$ cat src/rtl/seq_addsub_slice_pkg.sv
// Shared definitions for the slice-serial adder/subtractor.
package seq_addsub_slice_pkg;

    // Default datapath geometry.
    localparam int unsigned DEFAULT_WIDTH = 32;
    localparam int unsigned DEFAULT_SLICE = 2;
    localparam int unsigned SLICE_COUNT   = DEFAULT_WIDTH / DEFAULT_SLICE;

    // Control FSM encoding.
    typedef enum logic [1:0] {
        StIdle = 2'd0,
        StRun  = 2'd1,
        StDone = 2'd2
    } state_e;

    // Width of the slice index counter; at least one bit so a single-slice
    // configuration still has a legal vector.
    function automatic int unsigned idx_width(input int unsigned slice_count);
        return (slice_count > 1) ? $clog2(slice_count) : 1;
    endfunction

    localparam int unsigned IDX_W = idx_width(SLICE_COUNT);

endpackage

$ cat src/rtl/seq_addsub_slice_cla.sv
// Combinational SLICE-bit carry-lookahead adder used once per cycle.
module seq_addsub_slice_cla
    import seq_addsub_slice_pkg::*;
#(
    parameter int unsigned SLICE = DEFAULT_SLICE
) (
    input  logic [SLICE-1:0] a,
    input  logic [SLICE-1:0] b,
    input  logic             cin,
    output logic [SLICE-1:0] sum,
    output logic             cout,
    output logic             c_top
);

    logic [SLICE-1:0] p;
    logic [SLICE-1:0] g;
    logic [SLICE:0]   c;

    assign p = a ^ b;
    assign g = a & b;

    // Each carry is the flat OR of generate terms gated by the propagates
    // above them, so no carry depends on a neighbouring carry.
    always_comb begin
        logic prod;
        c    = '0;
        prod = 1'b0;
        c[0] = cin;
        for (int i = 0; i < int'(SLICE); i++) begin
            c[i+1] = g[i];
            prod   = p[i];
            for (int j = i - 1; j >= 0; j--) begin
                c[i+1] = c[i+1] | (prod & g[j]);
                prod   = prod & p[j];
            end
            c[i+1] = c[i+1] | (prod & cin);
        end
    end

    assign sum   = p ^ c[SLICE-1:0];
    assign cout  = c[SLICE];
    assign c_top = c[SLICE-1];

endmodule

$ cat src/rtl/seq_addsub_slice.sv
// Multi-cycle adder/subtractor: one SLICE-bit chunk per cycle, carry held
// in a register between cycles, start/done handshake.
module seq_addsub_slice
    import seq_addsub_slice_pkg::*;
#(
    parameter int unsigned WIDTH = DEFAULT_WIDTH,
    parameter int unsigned SLICE = DEFAULT_SLICE
) (
    input  logic             clk,
    input  logic             rst,
    input  logic             start,
    input  logic             op_sub,
    input  logic [WIDTH-1:0] a,
    input  logic [WIDTH-1:0] b,
    output logic             busy,
    output logic             done,
    output logic [WIDTH-1:0] result,
    output logic             carry_out,
    output logic             overflow,
    output logic             zero
);

    localparam int unsigned N     = WIDTH / SLICE;
    localparam int unsigned IDXW  = idx_width(N);
    localparam logic [IDXW-1:0] LAST_IDX = IDXW'(N - 1);

    state_e           state_q, state_d;
    logic [WIDTH-1:0] a_q, a_d;
    logic [WIDTH-1:0] b_q, b_d;
    logic [IDXW-1:0]  idx_q, idx_d;
    logic             carry_q, carry_d;
    logic [WIDTH-1:0] result_q, result_d;
    logic             carry_out_q, carry_out_d;
    logic             overflow_q, overflow_d;
    logic             zero_q, zero_d;

    logic [SLICE-1:0] sl_a, sl_b, sl_sum;
    logic             sl_cout, sl_c_top;

    assign sl_a = a_q[int'(idx_q)*SLICE +: SLICE];
    assign sl_b = b_q[int'(idx_q)*SLICE +: SLICE];

    seq_addsub_slice_cla #(
        .SLICE (SLICE)
    ) u_cla (
        .a     (sl_a),
        .b     (sl_b),
        .cin   (carry_q),
        .sum   (sl_sum),
        .cout  (sl_cout),
        .c_top (sl_c_top)
    );

    // Next-state logic: accept in IDLE/DONE, one slice per RUN cycle.
    always_comb begin
        state_d     = state_q;
        a_d         = a_q;
        b_d         = b_q;
        idx_d       = idx_q;
        carry_d     = carry_q;
        result_d    = result_q;
        carry_out_d = carry_out_q;
        overflow_d  = overflow_q;
        zero_d      = zero_q;
        case (state_q)
            StIdle, StDone: begin
                state_d = StIdle;
                if (start) begin
                    // Subtraction as a + ~b + 1: invert b, carry-in of 1.
                    a_d         = a;
                    b_d         = b ^ {WIDTH{op_sub}};
                    carry_d     = op_sub;
                    idx_d       = '0;
                    result_d    = '0;
                    carry_out_d = 1'b0;
                    overflow_d  = 1'b0;
                    zero_d      = 1'b0;
                    state_d     = StRun;
                end
            end
            StRun: begin
                result_d[int'(idx_q)*SLICE +: SLICE] = sl_sum;
                carry_d = sl_cout;
                idx_d   = idx_q + IDXW'(1);
                if (idx_q == LAST_IDX) begin
                    carry_out_d = sl_cout;
                    overflow_d  = sl_c_top ^ sl_cout;
                    zero_d      = (result_d == '0);
                    state_d     = StDone;
                end
            end
            default: state_d = StIdle;
        endcase
    end

    // State and datapath registers with synchronous reset.
    always_ff @(posedge clk) begin
        if (rst) begin
            state_q     <= StIdle;
            a_q         <= '0;
            b_q         <= '0;
            idx_q       <= '0;
            carry_q     <= 1'b0;
            result_q    <= '0;
            carry_out_q <= 1'b0;
            overflow_q  <= 1'b0;
            zero_q      <= 1'b0;
        end else begin
            state_q     <= state_d;
            a_q         <= a_d;
            b_q         <= b_d;
            idx_q       <= idx_d;
            carry_q     <= carry_d;
            result_q    <= result_d;
            carry_out_q <= carry_out_d;
            overflow_q  <= overflow_d;
            zero_q      <= zero_d;
        end
    end

    assign busy      = (state_q == StRun);
    assign done      = (state_q == StDone);
    assign result    = result_q;
    assign carry_out = carry_out_q;
    assign overflow  = overflow_q;
    assign zero      = zero_q;

endmodule

$ cat config.mk
export PLATFORM = sky130hd
export DESIGN_NAME = seq_addsub_slice
export DESIGN_NICKNAME = d
export VERILOG_FILES = /design/src/rtl/seq_addsub_slice_pkg.sv /design/src/rtl/seq_addsub_slice_cla.sv /design/src/rtl/seq_addsub_slice.sv
export SDC_FILE = /design/constraint.sdc
export NUM_CORES = 1
export LEC_CHECK = 0
export BUFFER_PORTS_ARGS = -buffer_cell sky130_fd_sc_hd__buf_4
export CORE_ASPECT_RATIO = 0.7
export CORE_MARGIN = 2
export CORE_UTILIZATION = 46
export CTS_CLUSTER_SIZE = 24
export DETAILED_ROUTE_END_ITERATION = 10
export PLACE_DENSITY = 0.71
export SLEW_MARGIN = 20
export SYNTH_ARGS = -nofsm -noshare
export SYNTH_HDL_FRONTEND = slang
export SYNTH_SLANG_ARGS = --single-unit
$ cat constraint.sdc
create_clock -name clk -period 3.8 [get_ports clk]
set_input_delay 0.57 -clock clk [delete_from_list [all_inputs] [get_ports clk]]
set_output_delay 0.57 -clock clk [all_outputs]
set_load 0.01 [all_outputs]
==> reports/results.ini, run 1 <==
[run_status]
status = finished clean

[synth]
synth_top_area_cell = dfxtp_1
ys_warn_count = 0
synthCells = 596
avgSynthCellArea_sq_um = 8.740
synth_nets = 673
yosys.area_share.simple_pct = 18.57
synthXorXnorAreaFrac_pct = 6.221
synth_top_family_by_area = simple AND/OR/NAND/NOR gates
ys_async_sr_fraction_pct = 0
ys_seq_area_share_pct = 40.74
synthAdderAreaFrac_pct = 2.306
synth_compound_area_share_pct = 17.54
synth-main-ff-cell = dfxtp_1
synth-edff-count = 0
synthMuxAreaShare_pct = 10.43
synth.top_cell.area_share_pct = 40.74
ys_top_cells_by_count = dfxtp_1, nor2_1, nand2_1
yosysMostFrequentCell = dfxtp_1
synth_area_sq_mm = 0.005209
synth.top_cells.by_area = dfxtp_1, mux4_2, nor2_1
synth_cell_types = 47
ys_seq_elements = 106

[cts]
clock-sinks = 106
cts_max_path_buffers = 2
root_buffer = clkbuf_16
cts_tree = yes
cts_made_buffers = 9
cts_max_level = 3
clk_pin_slew_ns = 0.07
clk_latency_ns = 0.35

[final_layout]
postLayoutCellArea_sq_mm = 0.006590
post-route-util_pct = 59.85
n_fill_cell = 1014
multi_input_area_sq_mm = 0.002919
antenna_cells = 0
final_net_count = 763
instances_no_fill = 843
syn_to_final_growth_pct = 26.52
drive_gt1_share_pct = 25.36
regArea_sq_mm = 0.002123

[worst_hold_path]
hold-path-cell-count = 2
whs_endpoint = state_q[1]$_SDFFE_PP0N_
worstHoldStart = rst
hold_class = input pin to flop

[flow_run]
max-cap-violations = 0

[drt]
drc = 0
wire_per_inst_um = 17.25
drt_iter0_drc = 376
ant_nets = 0
wl_um = 14540
num_vias = 4709
drt-pass1-iter-count = 5
drt-vias-per-instance = 5.586

[worst_setup_path]
critPathKind = flop to flop
required_ns = 4.08
crit_path_top_delay_cell = mux4_2
crit_path_max_fanout = 9
critPathCaptureType = flop
cp-start-kind = flop
r2r_cells = 11
r2r-start = idx_q[0]$_SDFFE_PP0P_
regToRegSetupSlack_ns = 0.10
arrival_ns = 3.98
path_cells = buf_12, buf_12, mux4_2, mux4_2, fa_2, xor2_4, nor2_2, o22ai_1, or4_1, or4_1, o21ai_1
slowest_delay_ns = 0.52
r2r-end = zero$_SDFFE_PP0P_

[floorplanning]
initial_core_util_pct = 47.31
pin_count = 105
rows = 32
fp.dieH_um = 93.03
die_area_sq_mm = 0.01220
die_w_um = 131.2
core_area_sq_mm = 0.01101

[global_route]
grt_pass1_vias = 4425
grt_pass1_wl_um = 23470
grt_usage_pct = 24.22
antenna_found_initial = 0
grt.overflow.total = 0
grt_max_degree = 106

[placed_design]
port_buffers = 104
placed_cells = 822
place.gp.congestion = 0.9612
placed_area_sq_mm = 0.006136
dp_hpwl_um = 10500

[timing]
layout_worst_path_cycle_share_pct = 97.35
finalCriticalPeriod_ns = 3.699
setup_viol = 0
finalClockSkew_ns = 0.009894
tightest_slew_ns = 1.078
fmax_ghz = 0.2703
hold_viol_final = 0
slew_headroom_pct = 28.15
drv_slew = 0

[power_and_ir_drop]
ir_drop_mv = 0.2284
finalPower_uw = 2742
power_density_mw_per_mm2 = 416.1
cellLeakagePower_uw = 0.002567

## routing by layer
layer	vias up	track usage, %	wire, um	part of all wire, %
met2	175	33.46	5758	40
met1	2217	37.58	7425	51
met3	16	6.775	1207	8.3
met4	0	4.167	147	1.0
li1	2301	-	-	-
met5	-	0	0	0
## how the worst max path moves through the flow
stage,to,cells past startpoint,slack [ns],start
floorplan,zero$_SDFFE_PP0P_,11,0.07,idx_q[0]$_SDFFE_PP0P_
global route,zero$_SDFFE_PP0P_,11,-0.004,idx_q[0]$_SDFFE_PP0P_
finish,zero$_SDFFE_PP0P_,11,0.10,idx_q[0]$_SDFFE_PP0P_
global placement,zero$_SDFFE_PP0P_,10,0.08,idx_q[0]$_SDFFE_PP0P_
detailed placement,zero$_SDFFE_PP0P_,10,-0.03,idx_q[0]$_SDFFE_PP0P_
CTS,zero$_SDFFE_PP0P_,10,0.03,idx_q[0]$_SDFFE_PP0P_
## registers in the layout, indices dropped and copies added, names as in the netlist
name and count:
a_q 32, overflow 1, idx_q 4, carry_q 1, result 32, carry_out 1, b_q 32, state_q 2
zero 1
## layout make-up
class / count / area share, %
clock inverters: 4 / 1.500
inverters: 7 / 0.3987
multi-input cells: 435 / 44.29
clock buffers: 11 / 3.835
repair buffers: 127 / 14.85
well taps: 153 / 2.905
flip-flops and latches: 106 / 32.22
## cells by family (layout without fill, tap and decap cells)
family | count (synthesis) | count (layout)
flops | 106 | 106
buf+inv | 55 | 149
mux | 29 | 29
simple gates | 220 | 220
xor+xnor | 37 | 37
compound gates | 140 | 140
fa+ha+maj | 9 | 9
## cells in the final DEF, fill, tap and decap left out, types with 4 or more instances in the layout
master	n
a22oi_1	22
a32oi_1	4
clkbuf_16	9
and3_1	7
o22ai_1	4
dfxtp_1	105
o21ai_0	14
mux4_2	20
ha_1	8
xnor2_1	33
mux2i_1	7
nand3_1	7
a31oi_1	4
nand2_1	71
buf_4	125
a21oi_1	44
nand2b_1	8
nor2b_1	4
nand4_1	4
a211oi_1	35
nor3_1	10
nor2_1	91
inv_1	7
## stage by stage
| step | setup WS (ns) | TNS (ns) | hold slack, ns |
|---|---|---|---|
| after floorplan | 0.07491 | 0 | 0.4331 |
| after global placement | 0.08143 | 0 | 0.4475 |
| after detailed placement | -0.02848 | -0.02848 | 0.4522 |
| after CTS | 0.03203 | 0 | 0.4154 |
| after global routing | -0.003598 | -0.003598 | 0.4259 |
| final | 0.1005 | 0 | 0.4226 |
## worst max-delay path: cells and delay by family (launching register included)
kind | cells | cell delay (ns)
AO/OA/AOI/OAI | 2 | 0.25
flip-flops | 1 | 0.35
multiplexers | 2 | 1.00
adder cells (fa/ha/maj) | 1 | 0.46
AND/OR/NAND/NOR | 3 | 1.05
buffers and inverters | 2 | 0.28
XOR/XNOR | 1 | 0.24
## power breakdown
group	total (uW)	switching, uW	internal, uW
logic	451	244	207
registers	1200	35.1	1170
clock network	1090	412	678
total	2740	691	2050
## what timing repair did
action | 4_1_cts | 5_1_grt
pin swaps | 1 | 1
cloned | 0 | 0
setup endpoints to repair | 1 | 1
hold buffers | 0 | 0
resized for setup | 1 | 9
buffers inserted | 1 | 5
endpoints found under the hold margin | 0 | 0
Note: power is estimated with default switching activity, not from simulation.
==> inputs of run 2 (changes only) <==
--- a/config.mk
+++ b/config.mk
@@ -8,10 +8,9 @@
 export BUFFER_PORTS_ARGS = -buffer_cell sky130_fd_sc_hd__buf_4
 export CORE_ASPECT_RATIO = 0.7
 export CORE_MARGIN = 2
-export CORE_UTILIZATION = 46
+export CORE_UTILIZATION = 40
 export CTS_CLUSTER_SIZE = 24
 export DETAILED_ROUTE_END_ITERATION = 10
-export PLACE_DENSITY = 0.71
 export SLEW_MARGIN = 20
 export SYNTH_ARGS = -nofsm -noshare
 export SYNTH_HDL_FRONTEND = slang
==> reports/results.ini, run 2 (synthesis results as in run 1) <==
[run_status]
status = finished clean

[flow_run]
max-cap-violations = 0  ; unchanged

[worst_setup_path]
critPathKind = flop to flop
crit_path_max_fanout = 8  ; -1
arrival_ns = 3.90  ; -0.08 ns
cp-start-kind = flop
required_ns = 4.08  ; about the same
timing.critical_path.buf_inv = 2  ; unchanged
slowest_delay_ns = 0.51  ; about the same
crit_path_top_delay_cell = mux4_2
path_cells = buf_6, buf_4, mux4_2, mux4_2, ha_1, xor2_2, nor2_2, o22ai_1, or4_1, or4_1, o21ai_1
critPathCaptureType = flop
path_delay_family = simple AND/OR/NAND/NOR gates

[floorplanning]
core_area_sq_mm = 0.01255  ; +14%
die_area_sq_mm = 0.01397  ; +14%
rows = 34  ; +6.3%
die_w_um = 140.4  ; +7.0%
initial_core_util_pct = 41.51  ; -5.8 points
pin_count = 105  ; unchanged
fp.dieH_um = 99.48  ; +6.9%

[cts]
clock-sinks = 106  ; unchanged
cts_tree = yes
cts_max_path_buffers = 2  ; unchanged
cts_max_level = 3  ; unchanged
root_buffer = clkbuf_16
clk_pin_slew_ns = 0.07  ; about the same
clk_latency_ns = 0.35  ; about the same
cts.hold.buffers_added = 0  ; unchanged
cts_made_buffers = 9  ; unchanged

[drt]
drt_iter0_drc = 286  ; -24%
ant_nets = 0  ; unchanged
wire_per_inst_um = 17.40  ; +0.88%
wl_um = 14790  ; +1.7%
drc = 0  ; unchanged
drt-pass1-iter-count = 4  ; -1
num_vias = 4778  ; +1.5%
drt-vias-per-instance = 5.621  ; +0.63%

[global_route]
grt_max_degree = 106  ; unchanged
grt_pass1_wl_um = 23740  ; +1.2%
antenna_found_initial = 0  ; unchanged
grt_usage_pct = 21.57  ; -2.6 points
grt_pass1_vias = 4451  ; +0.59%
grt.overflow.total = 0  ; unchanged

[power_and_ir_drop]
cellLeakagePower_uw = 0.002509  ; -2.3%
ir_drop_mv = 0.2289  ; +0.23%
power_density_mw_per_mm2 = 395.0  ; -5.1%

[timing]
rsz0062_at_grt = no
finalClockSkew_ns = 0.01063  ; +0.0007393 ns
setup_viol = 0  ; unchanged
tightest_slew_ns = 1.091  ; +0.01377 ns
finalCriticalPeriod_ns = 3.617  ; -0.08218 ns
whs_ns = 0.4447  ; +0.02213 ns
drv_slew = 0  ; unchanged
tns_ns = 0  ; unchanged
fmax_ghz = 0.2765  ; +2.3%
layout_worst_path_cycle_share_pct = 95.19  ; -2.2 points
slew_headroom_pct = 27.24  ; -0.92 points
hold_viol_final = 0  ; unchanged

[final_layout]
drive_gt1_share_pct = 24.71  ; -0.65 points
most-common-layout-cells = buf_4, dfxtp_1, nor2_1
final_net_count = 760  ; -0.39%
syn_to_final_growth_pct = 24.45
antenna_cells = 0  ; unchanged
final_common_cell = buf_4

[placed_design]
port_buffers = 104  ; unchanged
dp_hpwl_um = 10700  ; +1.9%
place.gp.congestion = 0.9733  ; +1.3%

[worst_hold_path]
hold_class = input pin to flop

==> run 2: layout make-up <==
cell class | instances | area, sq um
Fill cell | 1173 | 6067
Multi-Input combinational cell | 435 | 2894
Sequential cell | 106 | 2123
Timing Repair Buffer | 124 | 947.2
Clock buffer | 11 | 242.7
Tap cell | 162 | 202.7
Clock inverter | 5 | 46.29
Inverter | 7 | 26.28
==> run 2: per-stage QoR <==
step	util [%]	worst slack, ns	area, sq um	total power (uW)	instances
after floorplan	-	0.07491	5216	1494	596
after global placement	49.16	0.1665	6170	1656	834
after detailed placement	49.16	0.07457	6170	1661	834
after CTS	51.47	0.06328	6459	2577	850
after global routing	51.65	0.04058	6482	2681	850
final	51.65	0.1827	6482	2561	850
==> run 2: final timing paths <==
kind                               from                       to  slack (ns)  depth (start not counted)
setup / recovery  idx_q[0]$_SDFFE_PP0P_        zero$_SDFFE_PP0P_        0.18                         11
hold / removal                      rst  state_q[1]$_SDFFE_PP0N_        0.44                          2
setup reg to reg  idx_q[0]$_SDFFE_PP0P_        zero$_SDFFE_PP0P_        0.18                         11
hold reg to reg    a_q[30]$_SDFFE_PP0P_     a_q[30]$_SDFFE_PP0P_        0.46                          2
==> run 2: report_power, final <==
| group | leakage, uW | internal [uW] | total (uW) | switching [uW] |
|---|---|---|---|---|
| Sequential | 0.000867 | 1170 | 1200 | 35.7 |
| Combinational | 0.00150 | 201 | 445 | 244 |
| Clock | 0.000142 | 474 | 914 | 440 |
==> run 2: metal layers <==
| metal | routed length (um) | global-route usage (%) | vias up |
|---|---|---|---|
| met5 | 0 | 0 | - |
| met4 | 92 | 4.196 | 0 |
| met3 | 1144 | 5.104 | 10 |
| met2 | 5867 | 29.15 | 184 |
| met1 | 7684 | 34.51 | 2281 |
| li1 | - | - | 2303 |
==> run 2: repair_timing <==
item,4_1_cts,5_1_grt
resized for setup,0,6
setup endpoints to repair,0,1
setup buffers,0,0
